$ cat src/rtl/adder_pkg.sv
// ----------------------------------------------------------------------------
// adder_pkg
// Shared definitions for the segmented adders in the arithmetic unit.
//   nblk()          - number of BLK-bit segments in a WIDTH-bit operand
//   SEG_FLAG_W      - carry flags carried in one precompute bundle
//   seg_bundle_w()  - width of a per-segment bundle {sum1,cout1,sum0,cout0}
//   signed_ovf()    - two's-complement overflow from the operand/result MSBs
// ----------------------------------------------------------------------------
package adder_pkg;

    localparam int unsigned SEG_FLAG_W = 2;

    // Number of segments; WIDTH is expected to be a multiple of BLK.
    function automatic int unsigned nblk(input int unsigned width, input int unsigned blk);
        return width / blk;
    endfunction

    // Bundle holds both candidate sums plus both candidate carries.
    function automatic int unsigned seg_bundle_w(input int unsigned blk);
        return 2 * blk + SEG_FLAG_W;
    endfunction

    // Overflow when both addends share a sign and the result sign differs.
    function automatic logic signed_ovf(input logic a_msb, input logic b_msb,
                                        input logic s_msb);
        return (a_msb == b_msb) && (s_msb != a_msb);
    endfunction

endpackage

$ cat src/rtl/csel_seg.sv
// ----------------------------------------------------------------------------
// csel_seg
// Combinational carry-select segment: adds two BLK-bit slices for both
// possible carry-ins so the real carry only has to pick one result later.
// Ports:
//   a, b         - BLK-bit operand slices
//   sum0, cout0  - sum / carry-out assuming carry-in 0
//   sum1, cout1  - sum / carry-out assuming carry-in 1
// ----------------------------------------------------------------------------
module csel_seg #(
    parameter int unsigned BLK = 8
) (
    input  logic [BLK-1:0] a,
    input  logic [BLK-1:0] b,
    output logic [BLK-1:0] sum0,
    output logic           cout0,
    output logic [BLK-1:0] sum1,
    output logic           cout1
);

    localparam int unsigned EW = BLK + 1;

    assign {cout0, sum0} = {1'b0, a} + {1'b0, b};
    assign {cout1, sum1} = {1'b0, a} + {1'b0, b} + EW'(1);

endmodule

$ cat src/rtl/pipe_select_adder.sv
// ----------------------------------------------------------------------------
// pipe_select_adder
// Pipelined carry-select adder/subtractor with valid/ready on both sides.
// The operand is split into NBLK = WIDTH/BLK segments; stage 0 precomputes
// every segment for both carry-ins and resolves segment 0, then stage k
// resolves segment k from the carry registered by stage k-1.
// Latency NBLK cycles, one result per cycle, bubble-collapsing flow control.
//
// Ports:
//   clk, rst_n            - clock, synchronous active-low reset
//   in_valid / in_ready   - operand handshake
//   in_a, in_b            - WIDTH-bit operands
//   in_cin                - carry-in (ignored when in_sub=1)
//   in_sub                - 1: A-B, 0: A+B+cin
//   out_valid / out_ready - result handshake
//   out_sum               - WIDTH-bit result
//   out_cout              - MSB carry-out (subtract: 1 = no borrow)
//   out_ovf               - signed overflow
//
// Build option: PIPE_SELECT_ADDER_SAT_EN - saturate out_sum on signed
// overflow (0x7F..F / 0x80..0); out_ovf and out_cout stay raw.
// ----------------------------------------------------------------------------
module pipe_select_adder
    import adder_pkg::*;
#(
    parameter int unsigned WIDTH = 32,
    parameter int unsigned BLK   = 8
) (
    input  logic             clk,
    input  logic             rst_n,
    input  logic             in_valid,
    output logic             in_ready,
    input  logic [WIDTH-1:0] in_a,
    input  logic [WIDTH-1:0] in_b,
    input  logic             in_cin,
    input  logic             in_sub,
    output logic             out_valid,
    input  logic             out_ready,
    output logic [WIDTH-1:0] out_sum,
    output logic             out_cout,
    output logic             out_ovf
);

    localparam int unsigned NBLK = nblk(WIDTH, BLK);
    localparam int unsigned BW   = seg_bundle_w(BLK);
    localparam int unsigned LAST = NBLK - 1;
    localparam int unsigned MSB  = WIDTH - 1;

    // Bundle layout: {sum1, cout1, sum0, cout0}
    function automatic logic [BLK-1:0] pick_sum(input logic [BW-1:0] bnd, input logic sel);
        return sel ? bnd[2*BLK+1 -: BLK] : bnd[BLK:1];
    endfunction

    function automatic logic pick_cy(input logic [BW-1:0] bnd, input logic sel);
        return sel ? bnd[BLK+1] : bnd[0];
    endfunction

    // ---------------- operand conditioning and segment precompute ----------
    logic [WIDTH-1:0] b_eff;
    logic             c_eff;
    logic [BW-1:0]    seg_pre [NBLK];

    assign b_eff = in_sub ? ~in_b : in_b;
    assign c_eff = in_sub | in_cin;

    for (genvar g = 0; g < NBLK; g++) begin : g_seg
        logic [BLK-1:0] s0;
        logic [BLK-1:0] s1;
        logic           c0;
        logic           c1;

        csel_seg #(.BLK(BLK)) u_seg (
            .a     (in_a[g*BLK +: BLK]),
            .b     (b_eff[g*BLK +: BLK]),
            .sum0  (s0),
            .cout0 (c0),
            .sum1  (s1),
            .cout1 (c1)
        );

        assign seg_pre[g] = {s1, c1, s0, c0};
    end

    // ---------------- pipeline registers ----------------------------------
    logic [NBLK-1:0]  v_r;
    logic [WIDTH-1:0] sum_r  [NBLK];
    logic             cy_r   [NBLK];
    logic             amsb_r [NBLK];
    logic             bmsb_r [NBLK];
    logic [BW-1:0]    pre_r  [NBLK][NBLK];
    logic             ovf_r;

    // ---------------- flow control ----------------------------------------
    // en[k]: stage k may load this cycle (empty, or its content moves on).
    logic [NBLK-1:0] en;
    logic [NBLK-1:0] src_v;
    logic [NBLK-1:0] ld;

    always_comb begin : flow
        en       = '0;
        en[LAST] = !v_r[LAST] || out_ready;
        for (int k = int'(LAST) - 1; k >= 0; k--) begin
            en[k] = !v_r[k] || en[k+1];
        end
        src_v    = '0;
        src_v[0] = in_valid;
        for (int k = 1; k < int'(NBLK); k++) begin
            src_v[k] = v_r[k-1];
        end
        ld = en & src_v;
    end

    assign in_ready = en[0];

    // ---------------- sign bits seen by the last stage --------------------
    logic last_amsb;
    logic last_bmsb;

    if (NBLK == 1) begin : g_single
        assign last_amsb = in_a[MSB];
        assign last_bmsb = b_eff[MSB];
    end else begin : g_multi
        assign last_amsb = amsb_r[LAST-1];
        assign last_bmsb = bmsb_r[LAST-1];
    end

    // ---------------- per-stage select muxes ------------------------------
    logic [WIDTH-1:0] nsum [NBLK];
    logic             ncy  [NBLK];
    logic             ovf_n;

    always_comb begin : datapath
        nsum[0]          = '0;
        nsum[0][BLK-1:0] = pick_sum(seg_pre[0], c_eff);
        ncy[0]           = pick_cy(seg_pre[0], c_eff);
        for (int k = 1; k < int'(NBLK); k++) begin
            nsum[k]                = sum_r[k-1];
            nsum[k][k*BLK +: BLK] = pick_sum(pre_r[k-1][k], cy_r[k-1]);
            ncy[k]                 = pick_cy(pre_r[k-1][k], cy_r[k-1]);
        end

        // Overflow and optional clamp are folded into the last stage load.
        ovf_n = signed_ovf(last_amsb, last_bmsb, nsum[LAST][MSB]);
`ifdef PIPE_SELECT_ADDER_SAT_EN
        if (ovf_n) begin
            nsum[LAST]      = {WIDTH{~last_amsb}};
            nsum[LAST][MSB] = last_amsb;
        end
`endif
    end

    // ---------------- stage registers -------------------------------------
    always_ff @(posedge clk) begin
        if (!rst_n) begin
            v_r   <= '0;
            ovf_r <= 1'b0;
            for (int k = 0; k < int'(NBLK); k++) begin
                sum_r[k]  <= '0;
                cy_r[k]   <= 1'b0;
                amsb_r[k] <= 1'b0;
                bmsb_r[k] <= 1'b0;
                for (int j = 0; j < int'(NBLK); j++) begin
                    pre_r[k][j] <= '0;
                end
            end
        end else begin
            for (int k = 0; k < int'(NBLK); k++) begin
                if (en[k]) begin
                    v_r[k] <= src_v[k];
                end
                if (ld[k]) begin
                    sum_r[k] <= nsum[k];
                    cy_r[k]  <= ncy[k];
                end
            end

            if (ld[0]) begin
                amsb_r[0] <= in_a[MSB];
                bmsb_r[0] <= b_eff[MSB];
                for (int j = 0; j < int'(NBLK); j++) begin
                    pre_r[0][j] <= seg_pre[j];
                end
            end

            for (int k = 1; k < int'(NBLK); k++) begin
                if (ld[k]) begin
                    amsb_r[k] <= amsb_r[k-1];
                    bmsb_r[k] <= bmsb_r[k-1];
                    for (int j = 0; j < int'(NBLK); j++) begin
                        pre_r[k][j] <= pre_r[k-1][j];
                    end
                end
            end

            if (ld[LAST]) begin
                ovf_r <= ovf_n;
            end
        end
    end

    // ---------------- outputs ---------------------------------------------
    assign out_valid = v_r[LAST];
    assign out_sum   = sum_r[LAST];
    assign out_cout  = cy_r[LAST];
    assign out_ovf   = ovf_r;

endmodule
$ cat config.mk
export PLATFORM = sky130hd
export DESIGN_NAME = pipe_select_adder
export DESIGN_NICKNAME = d
export VERILOG_FILES = /design/src/rtl/adder_pkg.sv /design/src/rtl/csel_seg.sv /design/src/rtl/pipe_select_adder.sv
export SDC_FILE = /design/constraint.sdc
export NUM_CORES = 1
export LEC_CHECK = 0
export CAP_MARGIN = 10
export CORE_ASPECT_RATIO = 1.25
export CORE_MARGIN = 8
export CORE_UTILIZATION = 57
export DETAILED_ROUTE_END_ITERATION = 6
export GPL_ROUTABILITY_DRIVEN = 0
export PLACE_DENSITY = 0.81
export SLEW_MARGIN = 25
export SYNTH_ARGS = -nofsm -noshare
export SYNTH_HDL_FRONTEND = slang
export SYNTH_SLANG_ARGS = --single-unit
$ cat constraint.sdc
create_clock -name clk -period 4.92 [get_ports clk]
set_clock_uncertainty 0.1 [all_clocks]
set_input_delay 0.492 -clock clk [delete_from_list [all_inputs] [get_ports clk]]
set_output_delay 0.492 -clock clk [all_outputs]
set_load 0.02 [all_outputs]
Word-level counts from Yosys, hierarchy flattened
Memories as Yosys holds them, arrays and structs flattened.
Index checks and enable logic that the tools add are counted.
Widths: inputs -> output; s select.
{ "totals": {"regBits": 5, "latch_bits": 0, "ram_bits": 428, "rom_bits": 0, "in_bits": 70, "mem_count": 5} }
{ "mem_list": {"columns": ["memory", "depth", "width", "rd", "rd_ports_with_merged_regs", "write_ports", "line_no", "text"], "rows": [
  ["pre_r", 4, 72, 3, 0, 4, "pipe_select_adder.sv:90", "logic [BW-1:0] pre_r [NBLK][NBLK];"],
  ["sum_r", 4, 32, 4, 0, 4, "pipe_select_adder.sv:86", "logic [WIDTH-1:0] sum_r [NBLK];"],
  ["amsb_r", 4, 1, 3, 0, 4, "pipe_select_adder.sv:88", "logic amsb_r [NBLK];"],
  ["bmsb_r", 4, 1, 3, 0, 4, "pipe_select_adder.sv:89", "logic bmsb_r [NBLK];"],
  ["cy_r", 4, 1, 4, 0, 4, "pipe_select_adder.sv:87", "logic cy_r [NBLK];"]
]} }
{ "op_classes": {"addsub": 8, "n_mul": 0, "div": 0, "magnitude_cmp": 0, "eq_ne": 2, "shifts": 0, "mux": 54, "n_bitwise": 35, "n_reduce_logical": 9} }
{ "ops": {"columns": ["operator", "n"], "rows": [
  ["$mux 18", 16],
  ["$mux 32", 5],
  ["$add 8x8->9", 4],
  ["$add 9x1->9 const B", 4],
  ["$or 1x1->1", 33],
  ["$mux 8", 4],
  ["$not 32->32", 1],
  ["$mux 1", 29],
  ["$and 4x4->4", 1],
  ["$logic_not 1->1", 4],
  ["$logic_or 1x1->1", 4],
  ["$eq 1x1->1", 1],
  ["$logic_and 1x1->1", 1],
  ["$ne 1x1->1", 1]
]} }

Logic depth before layout (Yosys ltp)
{ "depth": {"ltp_word": 10, "mapped_depth": 13, "mapped_depth_nobuf": 11} }

Hierarchy
A second synthesis with hierarchy kept.
{ "unflattened": {"cells_unflattened": 780, "area_unflattened_um2": 10129.7} }
{ "modules_own_cells": {"columns": ["mod", "instances", "cells_each", "area_per_inst_um2", "seq_area_each_um2"], "rows": [
  ["pipe_select_adder", 1, 555, 8336.7, 6015.8],
  ["csel_seg at g_seg[0].u_seg ...", 2, 56, 441.7, 0.0],
  ["csel_seg at g_seg[3].u_seg", 1, 57, 462.9, 0.0],
  ["csel_seg at g_seg[1].u_seg", 1, 56, 446.7, 0.0]
]} }

Worst setup path after synthesis
OpenSTA, ideal clock, no wires.
{ "synth_path": {"path_type": "in2reg", "start": "input in_sub", "end": "memory pre_r[0][45] (netlist name) (data pin)", "setup_ps": 262, "arrival_ps": 3307, "required_time_ps": 4558, "slack_ps": 1251, "path_stages": 12, "cell_sequence": "buf_2 > buf_1 > xor2_1 > ha_1 > inv_1 > fa_1 > and2b_1 > o21ai_1 > xor2_1 > or4_4 > nor3_2 > mux2_1"} }
{ "synth_rtl": {"columns": ["element", "line_no", "text"], "rows": [
  ["start: declaration", "pipe_select_adder.sv:36", "input logic in_sub,"],
  ["end: declaration", "pipe_select_adder.sv:90", null]
]} }

==> out/metrics.cfg <==
[run_status]
status = completed

[logic_synthesis]
async_reset_ff_frac = 0
syn-num-nets = 888
netlist_instances = 776
yosysUniqueCellTypes = 61
synth_sequential_area_ratio = 0.612
ys_ff_latch = 203
syn_avg_cell_area_sq_um = 12.7
syn_area_sq_mm = 0.00988
ys_warn_count = 0
synth_ff_type = edfxtp_1
synth_edf_count = 198

[final_layout]
fin_cells = 1114
syn2layout_area_growth_pct = 18.6
layout_common_cells = edfxtp_1, and2_1, clkdlybuf4s50_1, nor2_1, xor2_1
antenna_cells = 0
drive_gt1_frac = 0.0483
fin_nets = 990
final_common_cell = edfxtp_1

[clocking]
cts_hold_buf = 0
cts.htree.levels = 1
cts_root_buffer = clkbuf_16
numCtsBuffers = 18
cts_sinks = 203
cts_tree = yes
cts_resized = 0
cts_setup_buffers = 0
path_clk_slew_ns = 0.06
clock_latency_ns = 0.47
clockBufferDepth = 3

[grt]
track_usage = 0.139
grt_pass1_wl_microns = 25900
grt_max_degree = 55
grt_pass1_vias = 5551
antenna_found_initial = 0
grt_overflow_total = 0

[timing]
setup_ws_ns = 1.66
fmax_mhz = 306
final.min_clock_period_ns = 3.26
finalMaxSlewViolations = 0
final.setup.tns_ns = 0
period_share = 0.663
holdWs_ns = 0.350
setup_viol = 0
tightest_slew_ns = 0.971
rsz0062_at_grt = no
finalHoldViolCount = 0
slew_headroom = 0.350

[routing]
route.detailed.drc = 0
vias = 5666
vias_per_cell = 5.09
ant_nets = 0
wirelength_microns = 14900
routedWlPerCell_microns = 13.4
drtPass1Iterations = 4
drt_iter0_markers = 342

[floorplanning]
core_sq_mm = 0.0172
start_util = 0.574
num_rows = 54
die_h_microns = 163
num_io_pins = 106
dieArea_sq_mm = 0.0218
die_w_microns = 134

[pwr]
leakagePower_nw = 4.52
vdd_drop_max_v = 0.000213
power.density_mw_per_mm2 = 356
power_w = 0.00418

[critical_path]
crit_path_cell_trace = buf_2 > buf_4 > xor2_1 > ha_1 > inv_1 > fa_1 > inv_1 > ha_1 > nand2_1 > nor4b_2 > nor3b_1 > nor4b_2 > mux2i_1
critPathLaunchType = primary input
criticalPathCategory = primary input to flop
crit_slowest_cell = buf_2
arrival_ns = 3.38
end_kind = flop
crit_fanout = 25
critPathMaxStageDelay_ns = 0.50
crit_buf_inv = 4
required_ns = 5.04
crit_family = buffers and inverters

[worst_hold_path]
min_path_type = flop to flop

[placement]
dp.cells = 1082
place_hpwl_microns = 11200
place_ws_ns = 1.12
port_buffers = 105

[flow_run]
max_cap_violations = 0

## synthesized netlist by cell type (all sizes together), types with 2 or more instances
| master | instances | area (sq um) |
|---|---|---|
| edfxtp | 198 | 5950 |
| and2 | 122 | 763 |
| nor2 | 86 | 323 |
| xor2 | 43 | 384 |
| ha | 38 | 475 |
| mux2i | 28 | 280 |
| inv | 23 | 86.3 |
| xnor2 | 23 | 201 |
| nand2 | 22 | 82.6 |
| clkbuf | 20 | 75.1 |
| a21oi | 19 | 95.1 |
| nand3 | 17 | 85.1 |
| nor3 | 14 | 80.1 |
| and3 | 13 | 81.3 |
| o21ai | 13 | 65.1 |
| buf | 9 | 41.3 |
| o21a | 8 | 60.1 |
| dfxtp | 5 | 100 |
| or3 | 5 | 31.3 |
| a21o | 4 | 30.0 |
| fa | 4 | 80.1 |
| nand2b | 4 | 25.0 |
| o31a | 4 | 35.0 |
| o31ai | 4 | 30.0 |
| or2 | 4 | 25.0 |
| or4 | 4 | 33.8 |
| a211oi | 3 | 22.5 |
| mux2 | 3 | 33.8 |
| nor2b | 3 | 18.8 |
| nor3b | 3 | 22.5 |
| nor4 | 3 | 18.8 |
| a221oi | 2 | 23.8 |
| nand3b | 2 | 15.0 |
| nand4 | 2 | 12.5 |
| nor4b | 2 | 30.0 |
## report_power, final
part | switching, W | total, W | internal (W)
Clock | 0.000567 | 0.00135 | 0.000780
Sequential | 0.0000419 | 0.00212 | 0.00208
Combinational | 0.000387 | 0.000710 | 0.000323
Total | 0.000997 | 0.00418 | 0.00318
## routing by layer
layer  global-route usage  vias up  part of all wire
li1                     -     2960                 -
met1                0.179     2551              0.46
met2                0.236      131              0.47
met3               0.0203       24             0.047
met4               0.0491        0             0.021
met5                    0        -                 0
## layout make-up
| class | instances | area, sq um |
|---|---|---|
| Sequential cell | 203 | 6050 |
| Fill cell | 1240 | 5500 |
| Multi-Input combinational cell | 521 | 3650 |
| Timing Repair Buffer | 111 | 1090 |
| Clock buffer | 26 | 512 |
| Tap cell | 224 | 280 |
| Inverter | 23 | 86.3 |
| Clock inverter | 6 | 57.6 |
## registers in the layout, indices dropped and copies added (netlist names)
name	cells
pre_r	108
sum_r	80
cy_r	4
v_r	4
amsb_r	3
bmsb_r	3
out_ovf	1
## through the flow
| step | area (sq um) | util |
|---|---|---|
| global route | 11700 | 0.681 |
| detailed placement | 11200 | 0.648 |
| floorplan | 9880 | - |
| finish | 11700 | 0.681 |
| global placement | 11200 | 0.647 |
| CTS | 11700 | 0.681 |
## path summary, 6_finish.rpt
kind / from / endpoint / slack, ns / cells past startpoint
worst min-delay path: out_ovf / out_ovf / 0.35 / 2
worst max-delay path: in_sub / cy_r[0][0] / 1.66 / 13
worst max register to register: v_r[2] / pre_r[0][45] / 2.00 / 6
worst min register to register: out_ovf / out_ovf / 0.35 / 2
## kinds of logic after synthesis
logic type               Yosys count  synth area share
flip-flops                       203             0.612
XOR/XNOR                          66            0.0592
multiplexers                      31            0.0318
adder cells (fa/ha/maj)           42            0.0562
AO/OA/AOI/OAI                     68            0.0463
buffers and inverters             52            0.0205
AND/OR/NAND/NOR                  314             0.174
## tightest hold or removal path, stage by stage, from the launching register on
cell and delay [ns]:
dfxtp_1 0.31, nand3_1 0.06, nand2_1 0.04
Power figures use the tool's default switching activity.
